[config.mk]
export PLATFORM = sky130hd
export DESIGN_NAME = axi_sram_slave
export DESIGN_NICKNAME = d
export VERILOG_FILES = /design/src/rtl/axi_pkg.sv /design/src/rtl/axi_burst_addr.sv /design/src/rtl/axi_sram_slave.sv
export SDC_FILE = /design/constraint.sdc
export NUM_CORES = 1
export LEC_CHECK = 0
export ABC_AREA = 1
export BUFFER_PORTS_ARGS = -buffer_cell sky130_fd_sc_hd__buf_2
export CAP_MARGIN = 20
export CORE_AREA = 4 4 115 117
export DETAILED_ROUTE_END_ITERATION = 7
export DIE_AREA = 0 0 119 121
export HOLD_SLACK_MARGIN = 0.1
export PLACE_DENSITY = 0.72
export SLEW_MARGIN = 20
export SYNTH_ARGS = -nofsm -noshare
export SYNTH_HDL_FRONTEND = slang
export SYNTH_SLANG_ARGS = --single-unit
[constraint.sdc]
create_clock -name aclk -period 6.7 [get_ports aclk]
set_clock_uncertainty 0.1 [all_clocks]
set_input_delay 0.67 -clock aclk [delete_from_list [all_inputs] [get_ports aclk]]
set_output_delay 0.67 -clock aclk [all_outputs]
set_load 0.05 [all_outputs]
[src/rtl/axi_pkg.sv]
// Shared AXI3 definitions for the CPU bridge and its memory-side responder.
package axi_pkg;

    localparam logic [1:0] BURST_FIXED = 2'b00;
    localparam logic [1:0] BURST_INCR  = 2'b01;
    localparam logic [1:0] BURST_WRAP  = 2'b10;

    localparam logic [1:0] RESP_OKAY   = 2'b00;
    localparam logic [1:0] RESP_SLVERR = 2'b10;

    typedef enum logic [1:0] {
        ST_IDLE,
        ST_READ,
        ST_WRITE,
        ST_WRESP
    } sram_state_e;

endpackage

[src/rtl/axi_burst_addr.sv]
// Next-beat address for an AXI burst; WRAP and reserved encodings step like
// INCR but are flagged so the responder can answer them with SLVERR.
module axi_burst_addr
    import axi_pkg::*;
(
    input  logic [31:0] addr,
    input  logic [2:0]  size,
    input  logic [1:0]  burst,
    output logic [31:0] next_addr,
    output logic        bad_burst
);

    logic [31:0] incr_addr;

    assign incr_addr = addr + (32'd1 << size);

    always_comb begin
        next_addr = incr_addr;
        bad_burst = 1'b1;
        case (burst)
            BURST_FIXED: begin
                next_addr = addr;
                bad_burst = 1'b0;
            end
            BURST_INCR: bad_burst = 1'b0;
            BURST_WRAP: bad_burst = 1'b1;
            default:    bad_burst = 1'b1;
        endcase
    end

endmodule

[src/rtl/axi_sram_slave.sv]
// AXI3 responder on a 1-cycle-latency single-port SRAM; one transaction in
// flight, one beat per cycle, round-robin between AR and AW on contention.
module axi_sram_slave
    import axi_pkg::*;
#(
    parameter int ADDR_W = 16,
    parameter int ID_W   = 4
) (
    input  logic              aclk,
    input  logic              areset,
    input  logic [ID_W-1:0]   arid,
    input  logic [31:0]       araddr,
    input  logic [7:0]        arlen,
    input  logic [2:0]        arsize,
    input  logic [1:0]        arburst,
    input  logic [1:0]        arlock,
    input  logic [3:0]        arcache,
    input  logic [2:0]        arprot,
    input  logic              arvalid,
    output logic              arready,
    output logic [ID_W-1:0]   rid,
    output logic [31:0]       rdata,
    output logic [1:0]        rresp,
    output logic              rlast,
    output logic              rvalid,
    input  logic              rready,
    input  logic [ID_W-1:0]   awid,
    input  logic [31:0]       awaddr,
    input  logic [7:0]        awlen,
    input  logic [2:0]        awsize,
    input  logic [1:0]        awburst,
    input  logic [1:0]        awlock,
    input  logic [3:0]        awcache,
    input  logic [2:0]        awprot,
    input  logic              awvalid,
    output logic              awready,
    input  logic [ID_W-1:0]   wid,
    input  logic [31:0]       wdata,
    input  logic [3:0]        wstrb,
    input  logic              wlast,
    input  logic              wvalid,
    output logic              wready,
    output logic [ID_W-1:0]   bid,
    output logic [1:0]        bresp,
    output logic              bvalid,
    input  logic              bready,
    output logic              sram_en,
    output logic [3:0]        sram_we,
    output logic [ADDR_W-1:0] sram_addr,
    output logic [31:0]       sram_wdata,
    input  logic [31:0]       sram_rdata
);

    sram_state_e     state, state_nxt;
    logic            prio_read;
    logic [ID_W-1:0] id;
    logic [31:0]     addr;
    logic [7:0]      len, beat;
    logic [2:0]      size;
    logic [1:0]      burst, bresp_q;
    logic [31:0]     next_addr;
    logic            bad_burst, last_beat, w_end;
    logic            unused_ok;

    assign unused_ok = ^{arlock, arcache, arprot, awlock, awcache, awprot, wid};

    axi_burst_addr u_burst_addr (
        .addr      (addr),
        .size      (size),
        .burst     (burst),
        .next_addr (next_addr),
        .bad_burst (bad_burst)
    );

    assign last_beat = (beat == len);
    assign w_end     = wlast | last_beat;

    always_comb begin
        state_nxt = state;
        arready   = 1'b0;
        awready   = 1'b0;
        sram_en   = 1'b0;
        sram_we   = 4'b0000;
        sram_addr = addr[ADDR_W+1:2];
        case (state)
            ST_IDLE: begin
                arready = arvalid & (~awvalid | prio_read);
                awready = awvalid & (~arvalid | ~prio_read);
                if (arready) begin
                    sram_en   = 1'b1;
                    sram_addr = araddr[ADDR_W+1:2];
                    state_nxt = ST_READ;
                end else if (awready) begin
                    state_nxt = ST_WRITE;
                end
            end
            // Prefetch the next word on the handshake so rdata is ready next cycle
            ST_READ: begin
                if (rready) begin
                    if (last_beat) begin
                        state_nxt = ST_IDLE;
                    end else begin
                        sram_en   = 1'b1;
                        sram_addr = next_addr[ADDR_W+1:2];
                    end
                end
            end
            ST_WRITE: begin
                if (wvalid) begin
                    sram_en = 1'b1;
                    sram_we = wstrb;
                    if (w_end) state_nxt = ST_WRESP;
                end
            end
            ST_WRESP: begin
                if (bready) state_nxt = ST_IDLE;
            end
            default: state_nxt = ST_IDLE;
        endcase
    end

    assign rvalid     = (state == ST_READ);
    assign wready     = (state == ST_WRITE);
    assign bvalid     = (state == ST_WRESP);
    assign rlast      = rvalid & last_beat;
    assign rdata      = sram_rdata;
    assign rid        = id;
    assign bid        = id;
    assign rresp      = bad_burst ? RESP_SLVERR : RESP_OKAY;
    assign bresp      = bresp_q;
    assign sram_wdata = wdata;

    always_ff @(posedge aclk or posedge areset) begin
        if (areset) begin
            state     <= ST_IDLE;
            prio_read <= 1'b1;
            id        <= '0;
            burst     <= BURST_FIXED;
            beat      <= 8'd0;
            bresp_q   <= RESP_OKAY;
        end else begin
            state <= state_nxt;
            if (state == ST_IDLE && arvalid && awvalid) prio_read <= ~prio_read;
            case (state)
                ST_IDLE: begin
                    if (arready) begin
                        id    <= arid;
                        burst <= arburst;
                        beat  <= 8'd0;
                    end else if (awready) begin
                        id    <= awid;
                        burst <= awburst;
                        beat  <= 8'd0;
                    end
                end
                ST_READ: begin
                    if (rready && !last_beat) beat <= beat + 8'd1;
                end
                // A burst is only OKAY when wlast lands exactly on the final beat
                ST_WRITE: begin
                    if (wvalid) begin
                        if (w_end)
                            bresp_q <= (wlast && last_beat && !bad_burst) ? RESP_OKAY : RESP_SLVERR;
                        else
                            beat <= beat + 8'd1;
                    end
                end
                default: ;
            endcase
        end
    end

    always_ff @(posedge aclk) begin
        case (state)
            ST_IDLE: begin
                if (arready) begin
                    addr <= araddr;
                    len  <= arlen;
                    size <= arsize;
                end else if (awready) begin
                    addr <= awaddr;
                    len  <= awlen;
                    size <= awsize;
                end
            end
            ST_READ: begin
                if (rready && !last_beat) addr <= next_addr;
            end
            ST_WRITE: begin
                if (wvalid && !w_end) addr <= next_addr;
            end
            default: ;
        endcase
    end

endmodule

; Yosys cells after proc, flatten, opt, wreduce, memory -nomap -nowiden
; Cells that the tools add are included.
[totals]
reg_bits = 62
wordCells = 97
out_inout_bits = 103
[op_classes]
bitwise = 9
eq_ne = 15
n_reduce_logical = 18
add_sub_neg = 2
shift = 1
mux = 43
[op_table]
columns = op, count
row1 = two-way mux 32 bit, 5
row2 = one-hot mux 32 bit (3 select lines), 1
row3 = two-way mux 8 bit, 7
row4 = two-way mux 16 bit, 3
row5 = adder 32 bit, 1
row6 = one-hot mux 16 bit (2 select lines), 1
row7 = << shifter 1 x 3 -> 32 bit (first input constant), 1
row8 = one-hot mux 8 bit (3 select lines), 1
row9 = two-way mux 2 bit, 11
row10 = two-way mux 4 bit, 4
row11 = != test 2 x 1 -> 1 bit (second input constant), 6
row12 = adder 8 x 1 -> 8 bit (second input constant), 1
row13 = equality test 8 bit, 1
row14 = one-hot mux 2 bit (4 select lines), 1
row15 = logical AND 1 bit, 6
row16 = two-way mux 1 bit, 6
row17 = two-way mux 3 bit, 2
row18 = != test 3 bit (second input constant), 2
row19 = AND reduction 6 bit, 1
row20 = AND reduction 5 bit, 1
row21 = equality test 2 x 1 -> 1 bit (second input constant), 2
row22 = equality test 2 bit (second input constant), 2
row23 = zero test 2 bit, 2
row24 = != test 2 bit (second input constant), 2
row25 = 11 further kinds, 18

; Depth between registers and ports, before layout
; Gate-level depths: netlist (run 1).
[logic_depth]
ltp_word = 7
mapped_depth = 16
depth_no_buf = 16

; Modules after synthesis
; Synthesis (run 1) repeated with hierarchy kept, for this count alone.
[unflattened]
hier_cells = 866
hier_area_um2 = 5805.6
[modules_own_cells]
columns = mod, area_per_inst_um2, instances, seq_area_each_um2, cells_per_inst
row1 = axi_sram_slave, 4360.4, 1, 1742.9, 574
row2 = axi_burst_addr, 1445.1, 1, 0.0, 292

; Worst setup path before layout (run 1)
; Ideal clock, no wire load.
[synth_path]
kind = flip-flop to output port
start = reg state[1]
end = out sram_addr[1]
t_arrival_ps = 2375
slack_ps = 3555
stages_incl_launch_ff = 8
t_required_ps = 5930
cell_sequence = dfrtp_1 inv_1 ha_1 inv_1 nor2_4 buf_8 inv_2 o211ai_1
[synth_between]
elab_chain_len = 2
[synth_rtl]
columns = item, line
row1 = from (decl), axi_sram_slave.sv:54  ; sram_state_e state, state_nxt;
row2 = from (signal assigned), axi_sram_slave.sv:142  ; state <= state_nxt;
row3 = equality test 2 x 1 -> 1 bit, n/a
row4 = via rvalid, axi_sram_slave.sv:25  ; output logic rvalid,
row5 = one-hot mux 16 bit (2 select lines), axi_sram_slave.sv:85  ; case (state)
row6 = to (decl), axi_sram_slave.sv:49  ; output logic [ADDR_W-1:0] sram_addr,
; The timed path passes the listed nets, and every way through them passes these cells.

; Worst setup path in the final report (run 1)
[layout_path]
start = reg state[0]
end = out sram_addr[11]
[layout_between]
elab_chain_len = 2
[layout_rtl]
columns = item, line
row1 = equality test 2 x 1 -> 1 bit / zero test 2 bit (equally long branches), axi_sram_slave.sv:85
row2 = one-hot mux 16 bit (2 select lines) (*), axi_sram_slave.sv:85
; Mark *: on every way between the ends. The rest lies on a longest branch, timed or not.

==> flow_summary.toml, run 1 <==
[synthesis]
synth_edf_count = 29
yosys_register_bits = 47
ys_warn_count = 0
async_reset_ff_share_pct = 38.3
seq_area_frac_synth_pct = 29.0
yosys.area.top_type_share_pct = 20.0
synthCells = 674
synth_top_area_cell = "nand2_1"
synth_fa_ha_area_share_pct = 4.01
synthDistinctLibCells = 46
synth_area_mm2 = 0.00456
synth-simple-area-share_pct = 35.5
yosys-top-cells-area = "nand2_1 20%, edfxtp_1 19%, buf_4 12%"
synth_compound_area_share_pct = 8.29
synth.area.mux_share_pct = 0
synth_top_family_by_area = "simple AND/OR/NAND/NOR gates"
synth_flop_cell = "edfxtp_1"
synth_xor_area_share_pct = 2.86
syn_avg_cell_area_um2 = 6.76

[final_layout]
final_core_util_pct = 39.6
n_antenna_cell = 0
nNetsFinal = 924
drive_gt1_share_pct = 23.2
area_growth_pct = 7.47
final_common_cell = "nand2_1"
fin_cells = 887
final_cell_mix = "243 x nand2_1, 118 x buf_2, 72 x inv_1, 50 x nand3_1, 34 x nor2_1"

[critical_path]
required_ps = 5930
crit_path_start_kind = "flop"
critPathMaxFanout = 11
reg2reg_slack_ps = 3640
cp-end-kind = "primary output"
worst_ep_arrival_time_ps = 3140
worstSetupPathType = "reg2out"

[timing]
tightestPinTransition_ps = 1020
rsz0062_at_grt = "no"
period_needed_ps = 3910
drv_slew = 0
fin_setup_tns_ps = 0
max_freq_ghz = 0.255
min_period_over_period_pct = 58.4
finalHoldViolCount = 0
hold_slack_ps = 400
setup_ws_ps = 2790
setup_viol = 0
slew_headroom_pct = 31.8

[global_route]
met2_usage_pct = 30.2
grt_use_total_pct = 16.9
grt_pass1_vias = 4132
grt_max_degree = 37
use_met1_pct = 20.3
grt_pass1_wl_mm = 19.9
overflow = 0
grt.busiest_layer = "met2"
antenna_found_initial = 1
use_met3_pct = 3.78

[routing]
drcViolationCount = 0
vias = 4170
drt_iter0_drc = 179
via_per_inst = 4.70
postRouteAntennaNets = 0
drt-total-wl_mm = 12.3
dr.pass1.iters = 5
wire_per_inst_um = 13.9

[power_and_ir_drop]
power_density_mw_per_mm2 = 570
power_leakage_nw = 2.56
ir_worst_vdd_uv = 387

[clock_network]
cts_resized = 0
cts_buffers = 5
h-tree-depth = 2
ctsLongestPathBuffers = 2
postCtsHoldBufs = 0
clk_latency_ps = 280
clock-sinks = 47
cts_setup_buffers = 0
cts_tree = "yes"
clk_pin_slew_ps = 70
root_buffer = "clkbuf_16"

[floorplanning]
fp.dieH_um = 121
die-width_um = 119
top_level_ports = 299
dieArea_mm2 = 0.0144
rows = 41
start_util_pct = 36.8
core-area_mm2 = 0.0124

[placement]
port_buffers = 118
gp_congestion = 0.858
hpwl_mm = 9.51
placedCellCount = 879
dp_slack_ps = 3140

[hold_path]
min_path_type = "in2async"

[run_status]
status = "complete, no violations"

[job]
cap_violations = 0
cell families after synthesis:
group,count (synthesis)
adder cells (fa/ha/maj),14
buffers and inverters,167
other,1
flip-flops,47
AND/OR/NAND/NOR,372
AO/OA/AOI/OAI,59
XOR/XNOR,14
power breakdown:
| group | switching (mW) | leakage, nW | internal [mW] |
|---|---|---|---|
| Sequential | 0.114 | 0.508 | 0.506 |
| Clock | 0.113 | 0.0718 | 0.138 |
| Combinational | 1.41 | 1.98 | 0.508 |
| Total | 1.64 | 2.56 | 1.15 |
layout make-up:
type                       instances  area (µm²)
fill                            1357        7470
clock buffer                       5         125
multi-input combinational        461        2310
tap                              172         215
timing repair buffer             119         598
inverter                          80         303
clock inverter                     3        18.8
sequential                        47        1320
critical path: stages, from the launching register on:
cell,delay [ps]
dfrtp_1,400
inv_1,80
ha_1,300
nor2_1,740
inv_1,460
nand3_1,370
nand2_1,80
nand3_1,130
buf_2,280
flip-flops by register name, summed over array words and instances, names as in the netlist:
| register | cells |
|---|---|
| addr | 18 |
| beat | 8 |
| bid | 4 |
| bresp | 1 |
| burst | 2 |
| len | 8 |
| prio_read | 1 |
| size | 3 |
| state | 2 |
worst paths after layout:
check,from,endpoint,cells after the start
setup reg to reg,state[0],beat[0],5
setup / recovery,state[0],sram_addr[11],8
hold / removal,areset,beat[1],2
min in group aclk,bid[0],bid[0],2
hold reg to reg,bid[0],bid[0],2
max in group asynchronous,areset,beat[2],2
per-stage QoR:
step,instance area (µm²),power [mW]
floorplan,4560,2.21
global placement,4750,2.53
detailed placement,4750,2.55
CTS,4900,2.81
global route,4900,3.03
finish,4900,2.79
Yosys cell counts, types with 5 or more instances:
| master | n |
|---|---|
| ha_1 | 13 |
| clkbuf_1 | 9 |
| nand2_1 | 243 |
| xor2_1 | 7 |
| xnor2_1 | 6 |
| edfxtp_1 | 29 |
| inv_1 | 72 |
| nor3_1 | 11 |
| a31oi_1 | 11 |
| inv_2 | 6 |
| nor2_1 | 34 |
| a21oi_1 | 14 |
| nand4_1 | 5 |
| dfrtp_1 | 17 |
| buf_4 | 72 |
| nand3_1 | 50 |
| o21ai_0 | 16 |
| nand2_2 | 6 |
| nand3b_1 | 7 |
layer usage:
metal | vias to the layer above | part of all wire [%]
met2 | 129 | 49
met1 | 1864 | 43
met5 | - | 0.11
met4 | 2 | 1.9
met3 | 24 | 6.8
li1 | 2151 | -
Note: power is estimated with default switching activity, not from simulation.
==> run 2: changes to the inputs <==
CORE_AREA = default   (was 4 4 115 117)
CORE_MARGIN = 4   (was default)
CORE_UTILIZATION = 39   (was default)
DIE_AREA = default   (was 0 0 119 121)
PLACE_DENSITY = 0.78   (was 0.72)
clock period = 3.2 ns   (was 6.7 ns; I/O delays follow)
==> flow_summary.toml, run 2 (synthesized netlist as in run 1, its figures left out) <==
[run_status]
status = "complete, no violations"

[final_layout]
n_antenna_cell = 0
nNetsFinal = 938
final_cell_mix = "241 x nand2_1, 109 x buf_2, 69 x inv_1, 44 x nand3_1, 33 x nor2_1"
reg.largest.list = "addr x18, beat x8, len x8"
fin_cells = 872
final_core_util_pct = 44.8
final_area_mm2 = 0.00512
multi_input_area_mm2 = 0.00244
area_growth_pct = 12.3
drive_gt1_share_pct = 28.1
regArea_mm2 = 0.00132
max_flop_register = "addr"
fillCellCount = 1222
final_common_cell = "nand2_1"
largest_register_ffs = 18

[power_and_ir_drop]
power_density_mw_per_mm2 = 1210
ir_worst_vdd_uv = 872
p_total_mw = 6.17
power_leakage_nw = 2.66

[placement]
placedCellCount = 858
dpl_cell_area_mm2 = 0.00478
gp_congestion = 0.907
port_buffers = 118
hpwl_mm = 10.1

[clock_network]
cts_tree = "yes"
clock-sinks = 47
h-tree-depth = 2
cts_buffers = 5
root_buffer = "clkbuf_16"
clk_latency_ps = 290
ctsLongestPathBuffers = 2
clk_pin_slew_ps = 70

[timing]
min_period_over_period_pct = 96.3
rsz0062_at_grt = "yes"
max_freq_ghz = 0.325
slew_headroom_pct = 50.0
setup_viol = 0
tightestPinTransition_ps = 749
drv_slew = 0
finalHoldViolCount = 0
hold_slack_ps = 143
period_needed_ps = 3080

[routing]
via_per_inst = 5.01
wire_per_inst_um = 14.9
vias = 4365
drt-total-wl_mm = 13.0
postRouteAntennaNets = 0
drt_iter0_drc = 208
drcViolationCount = 0
dr.pass1.iters = 5

[floorplanning]
dieArea_mm2 = 0.0135
rows = 39
start_util_pct = 39.9
fp.dieH_um = 116
core-area_mm2 = 0.0114
top_level_ports = 299
die-width_um = 116

[global_route]
grt_use_total_pct = 19.0
grt_max_degree = 35
grt_pass1_vias = 4009
grt_pass1_wl_mm = 19.8
antenna_found_initial = 0
overflow = 0

[critical_path]
worstSetupPathType = "reg2out"
cp-end-kind = "primary output"
required_ps = 2780
crit_path_start_kind = "flop"
worst_ep_arrival_time_ps = 2660
critPathMaxFanout = 6

[hold_path]
min_path_type = "in2reg"

[job]
cap_violations = 0
## run 2: cell count changes in the layout (fill, tap and decap cells not counted), sizes merged
cell	before	now
clkbuf	5	12
buf	119	125
clkinvlp	0	2
clkinv	3	2
dlygate4sd3	0	1
inv	80	79
## run 2: worst paths after layout
path | slack, ps | cells after the start | endpoint | from
max | 120 | 11 | sram_addr[3] | size[1]
min | 140 | 3 | bid[0] | awid[0]
max reg2reg | 760 | 9 | addr[12] | state[1]
min reg2reg | 410 | 2 | bid[0] | bid[0]
max in group asynchronous | 1930 | 3 | bid[1] | areset
min in group asynchronous | 600 | 3 | beat[1] | areset
## run 2: critical path, stage by stage (launching register included)
cell and delay [ps]:
edfxtp_1 500, inv_2 110, nor3_1 190, ha_1 340, nand2_1 130, nand3_2 130
nand2_1 100, a21boi_0 80, o21ai_0 260, nand3_1 110, nand4_1 130, buf_2 290
## run 2: what timing repair did
| item | CTS | global route |
|---|---|---|
| cloned | 0 | 0 |
| endpoints found under the setup margin | 1 | 13 |
| setup buffers | 0 | 5 |
| endpoints found under the hold margin | 17 | 0 |
| hold buffers | 1 | 0 |
| pin swaps | 0 | 6 |
| gates resized for setup | 1 | 36 |
## run 2: routing by layer
layer / vias to the layer above / routed length [µm] / global-route usage, %
li1: 2176 / - / -
met1: 2001 / 5310 / 22.5
met2: 156 / 6310 / 32.8
met3: 32 / 1080 / 5.90
met4: 0 / 276 / 6.03
met5: - / 0 / 0
## run 2: cell type report
| type | count | share of cell area [%] |
|---|---|---|
| Multi-Input combinational cell | 461 | 47.7 |
| Tap cell | 143 | 3.50 |
| Clock buffer | 5 | 2.45 |
| Sequential cell | 47 | 25.8 |
| Inverter | 80 | 5.92 |
| Timing Repair Buffer | 133 | 14.2 |
| Clock inverter | 3 | 0.391 |
## run 2: report_power, final
part | internal [mW] | leakage [nW] | switching, mW | total, mW
combinational | 1.29 | 2.09 | 3.03 | 4.32
sequential | 1.06 | 0.508 | 0.260 | 1.32
clock | 0.289 | 0.0658 | 0.246 | 0.535
## run 2: stage by stage
step           worst slack (ps)  setup TNS (ps)
2_1_floorplan               405               0
3_3_place_gp                374               0
3_5_place_dp                317               0
4_1_cts                    55.2               0
5_1_grt                   -57.2            -232
6_report                    120               0
